==> src/rtl/factor_scanner_if.sv <==
// Bus between the switch/display side and the factor_scanner engine.
// The master drives the value to factor; the slave returns the bitmap and status.
interface factor_scanner_if;
    logic [6:0] number;
    logic       rescan;
    logic [7:0] factors;
    logic       valid;
    logic       done;
    logic       busy;

    modport master (output number, rescan, input factors, valid, done, busy);
    modport slave  (input number, rescan, output factors, valid, done, busy);
endinterface

==> src/rtl/factor_scanner.sv <==
// Bit-serial trial division of a 7-bit value by 2..9, one remainder bit per cycle.
// Rescans automatically whenever the input changes or a rescan is requested.
module factor_scanner (
    input  logic             clk,
    input  logic             reset,
    factor_scanner_if.slave  bus
);
    typedef enum logic {IDLE, SCAN} state_t;

    state_t     state, state_nxt;
    logic [6:0] lat;
    logic       pend;
    logic [2:0] di, bi;
    logic [3:0] rem, rem_nxt;
    logic [7:0] acc;
    logic [4:0] t, d, t_sub;
    logic       capture, last;

    // A capture in any state restarts the scan and wins over the final step.
    always_comb begin
        capture   = pend | bus.rescan | (bus.number != lat);
        t         = {rem, lat[bi]};
        d         = {2'b00, di} + 5'd2;
        t_sub     = t - d;
        rem_nxt   = (t >= d) ? t_sub[3:0] : t[3:0];
        last      = (state == SCAN) && (di == 3'd7) && (bi == 3'd0) && !capture;
        state_nxt = state;
        if (capture)
            state_nxt = SCAN;
        else if (last)
            state_nxt = IDLE;
    end

    always_ff @(posedge clk) begin
        if (reset)
            state <= IDLE;
        else
            state <= state_nxt;
    end

    assign bus.busy = (state == SCAN);

    always_ff @(posedge clk) begin
        if (reset) begin
            lat         <= 7'd0;
            pend        <= 1'b1;
            di          <= 3'd0;
            bi          <= 3'd6;
            rem         <= 4'd0;
            acc         <= 8'd0;
            bus.factors <= 8'd0;
            bus.valid   <= 1'b0;
            bus.done    <= 1'b0;
        end else begin
            bus.done <= 1'b0;
            if (capture) begin
                lat       <= bus.number;
                pend      <= 1'b0;
                bus.valid <= 1'b0;
                di        <= 3'd0;
                bi        <= 3'd6;
                rem       <= 4'd0;
                acc       <= 8'd0;
            end else if (state == SCAN) begin
                if (bi == 3'd0) begin
                    acc[di] <= (rem_nxt == 4'd0);
                    rem     <= 4'd0;
                    bi      <= 3'd6;
                    if (di != 3'd7)
                        di <= di + 3'd1;
                    if (last) begin
                        bus.factors <= {rem_nxt == 4'd0, acc[6:0]};
                        bus.valid   <= 1'b1;
                        bus.done    <= 1'b1;
                    end
                end else begin
                    rem <= rem_nxt;
                    bi  <= bi - 3'd1;
                end
            end
        end
    end
endmodule

==> src/flat_wrapper.sv <==
// flat-port wrapper written by rule: the top's interface ports become plain ports
module factor_scanner_flat 
  (clk, reset, bus_number, bus_rescan, bus_factors, bus_valid, bus_done, bus_busy);
  factor_scanner_if bus_i ();
  input  logic clk;
  input  logic reset;
  input wire logic [$bits(bus_i.number)-1:0] bus_number;
  input wire logic [$bits(bus_i.rescan)-1:0] bus_rescan;
  output wire logic [$bits(bus_i.factors)-1:0] bus_factors;
  output wire logic [$bits(bus_i.valid)-1:0] bus_valid;
  output wire logic [$bits(bus_i.done)-1:0] bus_done;
  output wire logic [$bits(bus_i.busy)-1:0] bus_busy;
  assign bus_i.number = bus_number;
  assign bus_i.rescan = bus_rescan;
  assign bus_factors = bus_i.factors;
  assign bus_valid = bus_i.valid;
  assign bus_done = bus_i.done;
  assign bus_busy = bus_i.busy;
  factor_scanner u_core (.clk(clk), .reset(reset), .bus(bus_i));
endmodule
==> config.mk <==
export PLATFORM = sky130hd
export DESIGN_NAME = factor_scanner_flat
export DESIGN_NICKNAME = d
export VERILOG_FILES = /design/src/rtl/factor_scanner_if.sv /design/src/rtl/factor_scanner.sv /design/src/flat_wrapper.sv
export SDC_FILE = /design/constraint.sdc
export NUM_CORES = 1
export LEC_CHECK = 0
export CAP_MARGIN = 20
export CELL_PAD_IN_SITES_DETAIL_PLACEMENT = 0
export CELL_PAD_IN_SITES_GLOBAL_PLACEMENT = 1
export CORE_ASPECT_RATIO = 0.75
export CORE_MARGIN = 1
export CORE_UTILIZATION = 45
export CTS_CLUSTER_DIAMETER = 30
export DETAILED_ROUTE_END_ITERATION = 10
export GPL_ROUTABILITY_DRIVEN = 0
export PLACE_DENSITY = 0.9
export SLEW_MARGIN = 20
export SYNTH_ARGS = -nofsm -noshare
export SYNTH_HDL_FRONTEND = slang
export SYNTH_SLANG_ARGS = --single-unit
==> constraint.sdc <==
create_clock -name clk -period 4.6 [get_ports clk]
set_input_delay 0.46 -clock clk [delete_from_list [all_inputs] [get_ports clk]]
set_output_delay 0.46 -clock clk [all_outputs]
set_load 0.05 [all_outputs]
==> flow_summary.yaml <==
run_status:
  status: "finished, final reports clean"
layout:
  diodes: 0
  final_common_cell: "dfxtp_1"
  finalNonFillerCells: 261
  post-route-util_pct: 56.4
  drive_above_1_share_pct: 6.70
  syn2layout_area_growth_pct: 19.6
  fillerInstances: 325
  nNetsFinal: 232
  final_cell_mix: "dfxtp_1, nor2_1, clkdlybuf4s50_1, mux2i_1, ha_1"
global_route:
  gr-total-overflow: 0
  antenna_found_initial: 0
  grt_pass1_wl_um: 6030
  track_usage_pct: 19.4
  grt_pass1_vias: 1348
  grt_max_degree: 20
critical_path:
  crit_chain: "mux2i_1, mux4_2, ha_1, and4_1, nand2b_4, or4_1, a222oi_1, nand3_1, a21oi_1"
  cp-start-kind: "flip-flop"
  r2r-start: "u_core.bi[0]$_SDFFE_PP0P_"
  reg2regPathDepth: 9
  worstPathArrival_ps: 3660
  cp-end-kind: "flip-flop"
  r2r_end: "u_core.acc[0]$_SDFFE_PP0P_"
  cpPeakStageDelay_ps: 780
  worstPathRequired_ps: 4820
  critPathKind: "flip-flop to flip-flop"
  crit_fanout: 8
  slowest_stage: "a222oi_1"
  reg2reg_slack_ps: 1160
sta:
  fmax_mhz: 291
  hold_viol: 0
  finalSetupTns_ps: 0
  relSlewSlack_pct: 33.7
  rsz0062_at_grt: "no"
  drv_slew: 0
  final.period_utilization_pct: 74.7
  clock_skew_ps: 12.4
  timing.hold.ws_ps: 465
  post-route-min-period_ps: 3440
  worstMarginPinSlew_ps: 995
  final-setup-viol-count: 0
  setup_ws_ps: 1160
placement:
  post-place-cells: 253
  pre_cts_ws_ps: 1230
  detailedPlacementHpwl_um: 2640
  io_buffers: 20
clock_network:
  cts_setup_buffers: 0
  cts.reportedPaths.clkPinSlew_ps: 80
  clkLatencyLatePin_ps: 290
  numCtsBuffers: 5
  cts_sinks: 36
  clock_path_buffers: 2
  cts_max_level: 2
  ctsHoldBuffers: 0
  root_buffer: "clkbuf_8"
  cts_resized: 0
  cts_tree: "built"
synthesis:
  syn_area_um2: 1740
  netlist_instances: 186
  ys_types: 35
  ys_ff_latch: 36
  synth_edf_count: 0
  yosysWarnings: 0
  async_flop_share_pct: 0
  syn-num-nets: 210
  ys_seq_area_share_pct: 41.5
  syn_avg_cell_area_um2: 9.34
  synth_ff_type: "dfxtp_1"
detailed_routing:
  drcViolationCount: 0
  drtPass1Iterations: 4
  vias_per_cell: 5.20
  routedWlPerCell_um: 13.5
  drt_iter0_drc: 73
  wl_um: 3520
  vias: 1358
  final_antenna_net_count: 0
hold_path:
  worstHoldEndpoint: "u_core.acc[4]$_SDFFE_PP0P_"
  hold_path_depth: 2
  hold_path_class: "flip-flop to flip-flop"
  min_from: "u_core.acc[4]$_SDFFE_PP0P_"
die:
  fp-row-count: 19
  die-height_um: 55.8
  die_w_um: 73.8
  dieArea_um2: 4120
  io_pins: 21
  core_region_area_um2: 3680
  start_util_pct: 47.2
power_and_ir_drop:
  ir_drop_mv: 0.189
  power_leakage_nw: 0.787
  p_per_area_nw_per_um2: 281
flow_run:
  maxCapViolations: 0
## kinds of logic (layout without fill, tap and decap cells)
group / after synthesis / in the layout / synth area share, %
mux: 17 / 17 / 10.5
flops: 36 / 36 / 41.5
simple gates: 71 / 71 / 20.7
fa+ha+maj: 14 / 14 / 10.5
compound gates: 25 / 25 / 9.00
buf+inv: 13 / 36 / 2.81
xor+xnor: 10 / 10 / 5.04
## through the flow
stage | power (mW) | instance area (µm²)
2_1_floorplan | 0.341 | 1740
3_3_place_gp | 0.354 | 1980
3_5_place_dp | 0.356 | 1980
4_1_cts | 0.591 | 2080
5_1_grt | 0.608 | 2080
6_report | 0.585 | 2080
## synth_stat cells, drive strengths merged, types with 2 or more instances
cell / n / share of area (%)
nor4: 2 / 0.72
or2: 2 / 0.72
xor2: 6 / 3.0
xnor2: 4 / 2.0
clkbuf: 5 / 1.1
nor2b: 7 / 2.5
ha: 13 / 9.4
a21oi: 9 / 2.6
o21ai: 8 / 2.3
a22oi: 2 / 0.86
nor2: 27 / 6.3
inv: 8 / 1.7
a21o: 2 / 0.86
nand2: 11 / 2.4
nor3: 3 / 0.86
dfxtp: 36 / 41
nand2b: 4 / 1.9
nand3: 9 / 2.6
mux2i: 16 / 9.2
## where the power goes
group | internal [mW] | total, mW | switching, mW
Sequential | 0.316 | 0.319 | 0.00336
Clock | 0.122 | 0.236 | 0.115
Combinational | 0.0154 | 0.0293 | 0.0139
## worst max-delay path, delay by kind of cell, from the launching register on
kind                       cells  cell delay, ps
DFF                            1             450
AOI/OAI and AO/OA              2             960
and+or+nand+nor                4             980
adders and majority gates      1             350
muxes                          2             630
## registers in the layout, summed over array words and instances, names as in the netlist
signal and cells:
u_core.di 3, u_core.bus.factors 8, u_core.rem 4, u_core.bus.done 1, u_core.lat 7, u_core.acc 7
u_core.bi 3, u_core.bus.busy 1, u_core.bus.valid 1, u_core.pend 1
## area by class of cell
type                            instances  area (µm²)  share of cell area, %
Tap cell                               52        65.1                   3.13
Multi-Input combinational cell        137         968                   46.6
Inverter                                8        30.0                   1.44
Clock inverter                          1        7.51                  0.361
Sequential cell                        36         721                   34.7
Timing Repair Buffer                   20         200                   9.63
Clock buffer                            7        86.3                   4.15
## worst max path at each step
stage / from / end / slack [ps] / cells past startpoint
after detailed placement: u_core.bi[0]$_SDFFE_PP0P_ / u_core.acc[0]$_SDFFE_PP0P_ / 1230 / 9
after floorplan: u_core.bi[0]$_SDFFE_PP0P_ / u_core.acc[0]$_SDFFE_PP0P_ / 1520 / 10
after CTS: u_core.bi[0]$_SDFFE_PP0P_ / u_core.acc[0]$_SDFFE_PP0P_ / 1190 / 9
final: u_core.bi[0]$_SDFFE_PP0P_ / u_core.acc[0]$_SDFFE_PP0P_ / 1160 / 9
after global placement: u_core.bi[0]$_SDFFE_PP0P_ / u_core.acc[0]$_SDFFE_PP0P_ / 1360 / 9
after global routing: u_core.bi[0]$_SDFFE_PP0P_ / u_core.acc[0]$_SDFFE_PP0P_ / 920 / 9
## metal layers
| metal | routed length [µm] | GRT usage (%) | vias up |
|---|---|---|---|
| li1 | - | - | 685 |
| met1 | 1760 | 26.8 | 636 |
| met2 | 1540 | 29.0 | 27 |
| met3 | 149 | 4.89 | 10 |
| met4 | 68 | 7.42 | 0 |
| met5 | 0 | 0 | - |
Power figures use the tool's default switching activity.
